--- config.mk ---
export PLATFORM = sky130hd
export DESIGN_NAME = ifetch_ctrl
export DESIGN_NICKNAME = d
export VERILOG_FILES = /design/src/rtl/ifetch_ctrl.sv
export SDC_FILE = /design/constraint.sdc
export NUM_CORES = 1
export LEC_CHECK = 0
export CORE_MARGIN = 8
export CORE_UTILIZATION = 40
export DETAILED_ROUTE_END_ITERATION = 8
export HOLD_SLACK_MARGIN = 0.1
export PLACE_DENSITY_LB_ADDON = 0.25
export SLEW_MARGIN = 25
export SYNTH_ARGS = -nofsm -noshare
export SYNTH_HDL_FRONTEND = slang
export SYNTH_SLANG_ARGS = --single-unit
--- constraint.sdc ---
create_clock -name clk -period 4.7 [get_ports clk]
set_input_delay 0.47 -clock clk [delete_from_list [all_inputs] [get_ports clk]]
set_output_delay 0.47 -clock clk [all_outputs]
set_load 0.01 [all_outputs]
--- src/rtl/ifetch_ctrl.sv ---
// Fetch-stage PC and IF/ID latch controller: addresses a combinational instruction
// memory, holds the fetched word for decode, and takes branch redirects from execute.
module ifetch_ctrl #(
    parameter int ADDR_W    = 32,
    parameter int MEM_DEPTH = 128,
    parameter int RESET_PC  = 0,
    parameter int CNT_W     = 16
) (
    input  logic              clk,
    input  logic              rst_n,
    input  logic              fetch_en,
    output logic [ADDR_W-1:0] mem_addr,
    input  logic [31:0]       mem_data,
    input  logic              br_taken,
    input  logic [ADDR_W-1:0] br_target,
    output logic [31:0]       if_instr,
    output logic [ADDR_W-1:0] if_npc,
    output logic              if_valid,
    input  logic              id_ready,
    output logic [CNT_W-1:0]  fetch_count
);

    // MEM_DEPTH is a power of two, so wrapping is a mask of the low address bits.
    localparam logic [ADDR_W-1:0] PC_MASK  = ADDR_W'(MEM_DEPTH - 1);
    localparam logic [ADDR_W-1:0] PC_RESET = ADDR_W'(RESET_PC);

    logic [ADDR_W-1:0] pc;
    logic [ADDR_W-1:0] pc_inc;
    logic              consume;
    logic              advance;

    // Handshake: the IF/ID entry transfers to decode on a rising edge where
    // if_valid and id_ready are both high; if_instr/if_npc hold while if_valid
    // is high and id_ready is low. A fresh word may be captured on the same
    // edge that the old one is consumed.
    assign consume  = if_valid & id_ready;
    assign advance  = fetch_en & (~if_valid | id_ready);
    assign pc_inc   = (pc + ADDR_W'(1)) & PC_MASK;
    assign mem_addr = pc;

    // Redirect wins over fetch: the stale entry is flushed and nothing is captured.
    always_ff @(posedge clk or negedge rst_n) begin
        if (!rst_n) begin
            pc       <= PC_RESET;
            if_instr <= '0;
            if_npc   <= '0;
            if_valid <= 1'b0;
        end else if (br_taken) begin
            pc       <= br_target & PC_MASK;
            if_valid <= 1'b0;
        end else if (advance) begin
            pc       <= pc_inc;
            if_instr <= mem_data;
            if_npc   <= pc_inc;
            if_valid <= 1'b1;
        end else if (consume) begin
            if_valid <= 1'b0;
        end
    end

    // Counts decode handoffs, including the one completing alongside a redirect.
    always_ff @(posedge clk or negedge rst_n) begin
        if (!rst_n) begin
            fetch_count <= '0;
        end else if (consume) begin
            fetch_count <= fetch_count + CNT_W'(1);
        end
    end

endmodule

Yosys cells after proc, flatten, opt, wreduce, memory -nomap -nowiden
Cells that the tools add are included.
{"block": "op_classes", "add_sub_neg": 2, "muxes": 5, "n_bitwise": 5, "reduce_logical": 3}
{"cell": "two-way mux 32 bit", "n": 2}
{"cell": "adder 16 x 1 -> 16 bit (second input constant)", "n": 1}
{"cell": "adder 7 x 1 -> 7 bit (second input constant)", "n": 1}
{"cell": "two-way mux 1 bit", "n": 3}
{"cell": "nonzero test 3 bit", "n": 1}
{"cell": "bitwise AND 1 bit", "n": 2}
{"cell": "inverter 1 bit", "n": 2}
{"cell": "AND reduction 2 bit", "n": 1}
{"cell": "nonzero test 2 bit", "n": 1}
{"cell": "OR 1 bit", "n": 1}
{"block": "totals", "ff_bits": 88, "in_bits": 69, "output_inout_bits": 113, "wordCells": 20}

Depth between registers and ports, before layout
{"block": "logic_depth", "ltp_word": 5, "mapped_depth": 5, "ltp_nobuf": 5}

Least setup slack after synthesis
OpenSTA, ideal clock, no wires.
{"block": "synth_timing", "path_kind": "input port to flip-flop", "start": "input br_taken", "end": "register if_instr[0]", "setup_time_ps": 125, "arrival_time_ps": 1508, "t_required_ps": 4575, "slack_ps": 3068, "stages": 4, "n_path_buf": 2, "cell_sequence": "clkbuf_1 -> nor3_4 -> buf_6 -> mux2_2"}
{"block": "synth_between", "elab_chain_len": 2}
{"element": "start, declared", "line": "14", "text": "input logic br_taken,"}
{"element": "inverter 1 bit (no line)"}
{"element": "AND reduction 2 bit (no line)"}
{"element": "end signal, assigned", "line": "53", "text": "if_instr <= mem_data;"}
{"element": "end, declared", "line": "16", "text": "output logic [31:0] if_instr,"}
Every way passes these cells.
A chain may end at the register's enable or synchronous reset.

Worst setup path in the final report
{"block": "layout_timing", "start": "input br_taken", "end": "register if_instr[25]"}
Same word-level chain as after synthesis.

==> run_results.csv <==
group,metric,value,unit
route,drtIter0Drc,39,
route,vias_per_cell,4.29,
timing,fin_skew,0.00717,ns
clocking,cts_resized,0,
critical_path,end_kind,"flip-flop",
yosys,synthSimpleGateAreaFrac,8.72,%
final_layout,fin_cells,468,
route,drt-total-wl,6.76,mm
final_layout,final_nets,435,
yosys,synth-warning-count,0,
route,first_pass_iters,4,
route,route.detailed.drc,0,
yosys,ys_top_cells_by_area,"dfrtp_1, buf_4, mux2_2, xnor2_1, xor2_1",
placement,dp.cells,452,
critical_path,reg2reg_from,"if_valid$_DFFE_PN0P_",
hold_path,hold_class,"in2async",
timing,rsz0062_at_grt,"no",
clocking,cts_tree,"done",
route,routed.top_layer,"met4",
global_routing,grt_first_pass_wirelength,10.3,mm
clocking,clk_path_buf_depth,2,
yosys,synth_top_area_cell,"dfrtp_1",
yosys,synthAdderAreaFrac,0.831,%
clocking,ctsHoldBuffers,0,
timing,holdWs,0.295,ns
critical_path,path_class,"in2reg",
yosys,synth.avg_cell_area,12.0,µm²
yosys,synth_top_area_share,52.3,%
yosys,synth-seq-cells,63,
floorplanning,core_area,0.00729,mm²
route,vias,2009,
route,postRouteAntennaNets,0,
global_routing,antenna_found_initial,0,
placement,dpl.hpwl,5.18,mm
power_and_ir_drop,p_leak,1.84,nW
timing,finalCritPeriodShare,44.8,%
run_status,status,"finished clean",
clocking,cts_sinks,63,
floorplanning,die_x,103,µm
global_routing,grt_pass1_vias,2094,
clocking,post_cts_buffers,0,
placement,port_buffers,106,
timing,hold_violations,0,
power_and_ir_drop,ir_drop,0.180,mV
run,drv_cap,0,
route,routed-wl-met3,585,µm
timing,setup_viol,0,
critical_path,startpoint,"br_taken",
critical_path,start_kind,"primary input",
clocking,cts_buffers,9,
yosys,synthDistinctLibCells,26,
floorplanning,ios,182,
yosys,synth_top_family_by_area,"buffers and inverters",
power_and_ir_drop,powerDensity,386,mW/mm²
final_layout,n_antenna_cell,0,
final_layout,drive_above_1_share,15.2,%
floorplanning,initial_core_util,41.3,%
clocking,insertion_delay,0.32,ns
final_layout,syn2layout_area_growth,38.6,%
yosys,syn-instance-count,252,
timing,slew_headroom,47.1,%
global_routing,grt_max_degree,64,
timing,fin_setup_tns,0,ns
yosys,synthesis.area,0.00301,mm²
clocking,path_clk_slew,0.07,ns
timing,period_needed,2.10,ns
floorplanning,dieArea,0.0106,mm²
route,wl_met1,2.76,mm
yosys,synth_xor_area_share,7.56,%
clocking,ctsRootBufferMaster,"clkbuf_8",
global_routing,groute.usage.overall,12.7,%
floorplanning,fp.dieH,103,µm
timing,max_freq,475,MHz
final_layout,nFillCells,678,
final_layout,fin_util,57.3,%
clocking,cts_htree_levels,3,
yosys,synth_compound_area_share,1.99,%
critical_path,worst-path-max-fanout,44,
global_routing,overflow,0,
route,wl_met2,3.33,mm
yosys,synth_mux_area_share,13.7,%
critical_path,required,4.90,ns
yosys,yosysSeqAreaShare,52.3,%
critical_path,crit_arrival,2.31,ns
timing,slew_violations,0,
placement,gp_congestion,0.797,
timing,worst-slew-pin-transition,0.793,ns
route,routedWlPerCell,14.4,µm
floorplanning,rows,31,
-- stage by stage --
step                      total power, mW  setup WS, ns  area (µm²)
final                                1.61          2.60        4180
after global routing                 1.70          2.48        4180
after CTS                            1.64          2.60        4180
after detailed placement             1.15          2.24        3970
after global placement               1.14          2.25        3970
after floorplan                     0.914          3.07        3200
-- Yosys cell counts, drive strengths merged --
library cell / instances
dfrtp: 63
buf: 54
mux2: 34
xnor2: 15
nand2: 13
xor2: 11
nand3: 10
nor2: 10
a21oi: 6
o21ai: 6
inv: 5
nor3: 5
and3: 4
mux2i: 3
nand4: 3
nor4: 3
clkbuf: 2
ha: 2
conb: 1
nand2b: 1
nor2b: 1
-- placed cells by master, fill, tap and decap left out --
cell,Yosys,routed
clkdlybuf4s50_1,0,105
dfrtp_1,63,63
conb_1,1,50
mux2_2,33,33
xnor2_1,15,15
nand2_1,13,13
clkbuf_8,0,12
xor2_1,11,11
nand3_1,10,10
nor2_1,10,10
a21oi_1,6,6
o21ai_0,6,6
and3_1,4,4
nor3_1,4,4
inv_1,4,4
nand4_1,3,3
mux2i_1,3,3
nor4_2,2,2
ha_1,2,2
clkinv_2,0,2
buf_4,51,2
inv_2,1,1
nor2b_2,1,1
nor3_4,1,1
mux2_1,1,1
nor4_1,1,1
nand2b_1,1,1
clkbuf_1,2,1
bufinv_16,0,1
buf_2,0,1
-- registers in the layout, indices dropped and copies added, names as in the netlist --
register,flops
if_instr,32
fetch_count,16
if_npc,7
mem_addr,7
if_valid,1
-- final timing paths --
| check | end | slack [ns] | cells after the start |
|---|---|---|---|
| max | if_instr[25]$_DFFE_PN0P_ | 2.60 | 4 |
| min | if_instr[4]$_DFFE_PN0P_ | 0.30 | 2 |
| max reg2reg | if_instr[25]$_DFFE_PN0P_ | 2.93 | 4 |
| min reg2reg | fetch_count[15]$_DFFE_PN0P_ | 0.47 | 1 |
| max in group asynchronous | if_instr[18]$_DFFE_PN0P_ | 3.86 | 2 |
| min in group clk | fetch_count[15]$_DFFE_PN0P_ | 0.47 | 1 |
-- layer usage --
layer	global-route usage, %	vias to the layer above
met5	0	-
met4	6.67	0
met3	3.17	6
met2	21.4	90
met1	14.6	952
li1	-	961
-- power by group --
| part | internal [mW] | leakage [nW] | switching (mW) | total (mW) |
|---|---|---|---|---|
| combinational | 0.257 | 0.964 | 0.178 | 0.435 |
| sequential | 0.632 | 0.763 | 0.0645 | 0.696 |
| clock | 0.287 | 0.109 | 0.194 | 0.481 |
| total | 1.18 | 1.84 | 0.437 | 1.61 |
-- critical path, stage by stage --
cell	delay, ns
clkdlybuf4s50_1	0.67
nor3_4	0.27
buf_4	0.46
mux2_2	0.40
-- kinds of logic (layout without fill, tap and decap cells) --
| kind of cell | after synthesis | count (layout) |
|---|---|---|
| DFF | 63 | 63 |
| buffers and inverters | 61 | 129 |
| and+or+nand+nor | 50 | 50 |
| muxes | 37 | 37 |
| xor gates and xnor gates | 26 | 26 |
| AOI/OAI and AO/OA | 12 | 12 |
| adders and majority gates | 2 | 2 |
| other | 1 | 50 |
-- area by class of cell --
class | count | area [µm²] | share of cell area, %
sequential | 63 | 1580 | 37.8
tap | 99 | 124 | 2.97
timing repair buffer | 108 | 1070 | 25.7
clock inverter | 3 | 40.0 | 0.959
multi-input combinational | 177 | 1180 | 28.2
clock buffer | 13 | 169 | 4.05
inverter | 5 | 18.8 | 0.450
No activity file was read; power rests on OpenSTA's default activity.
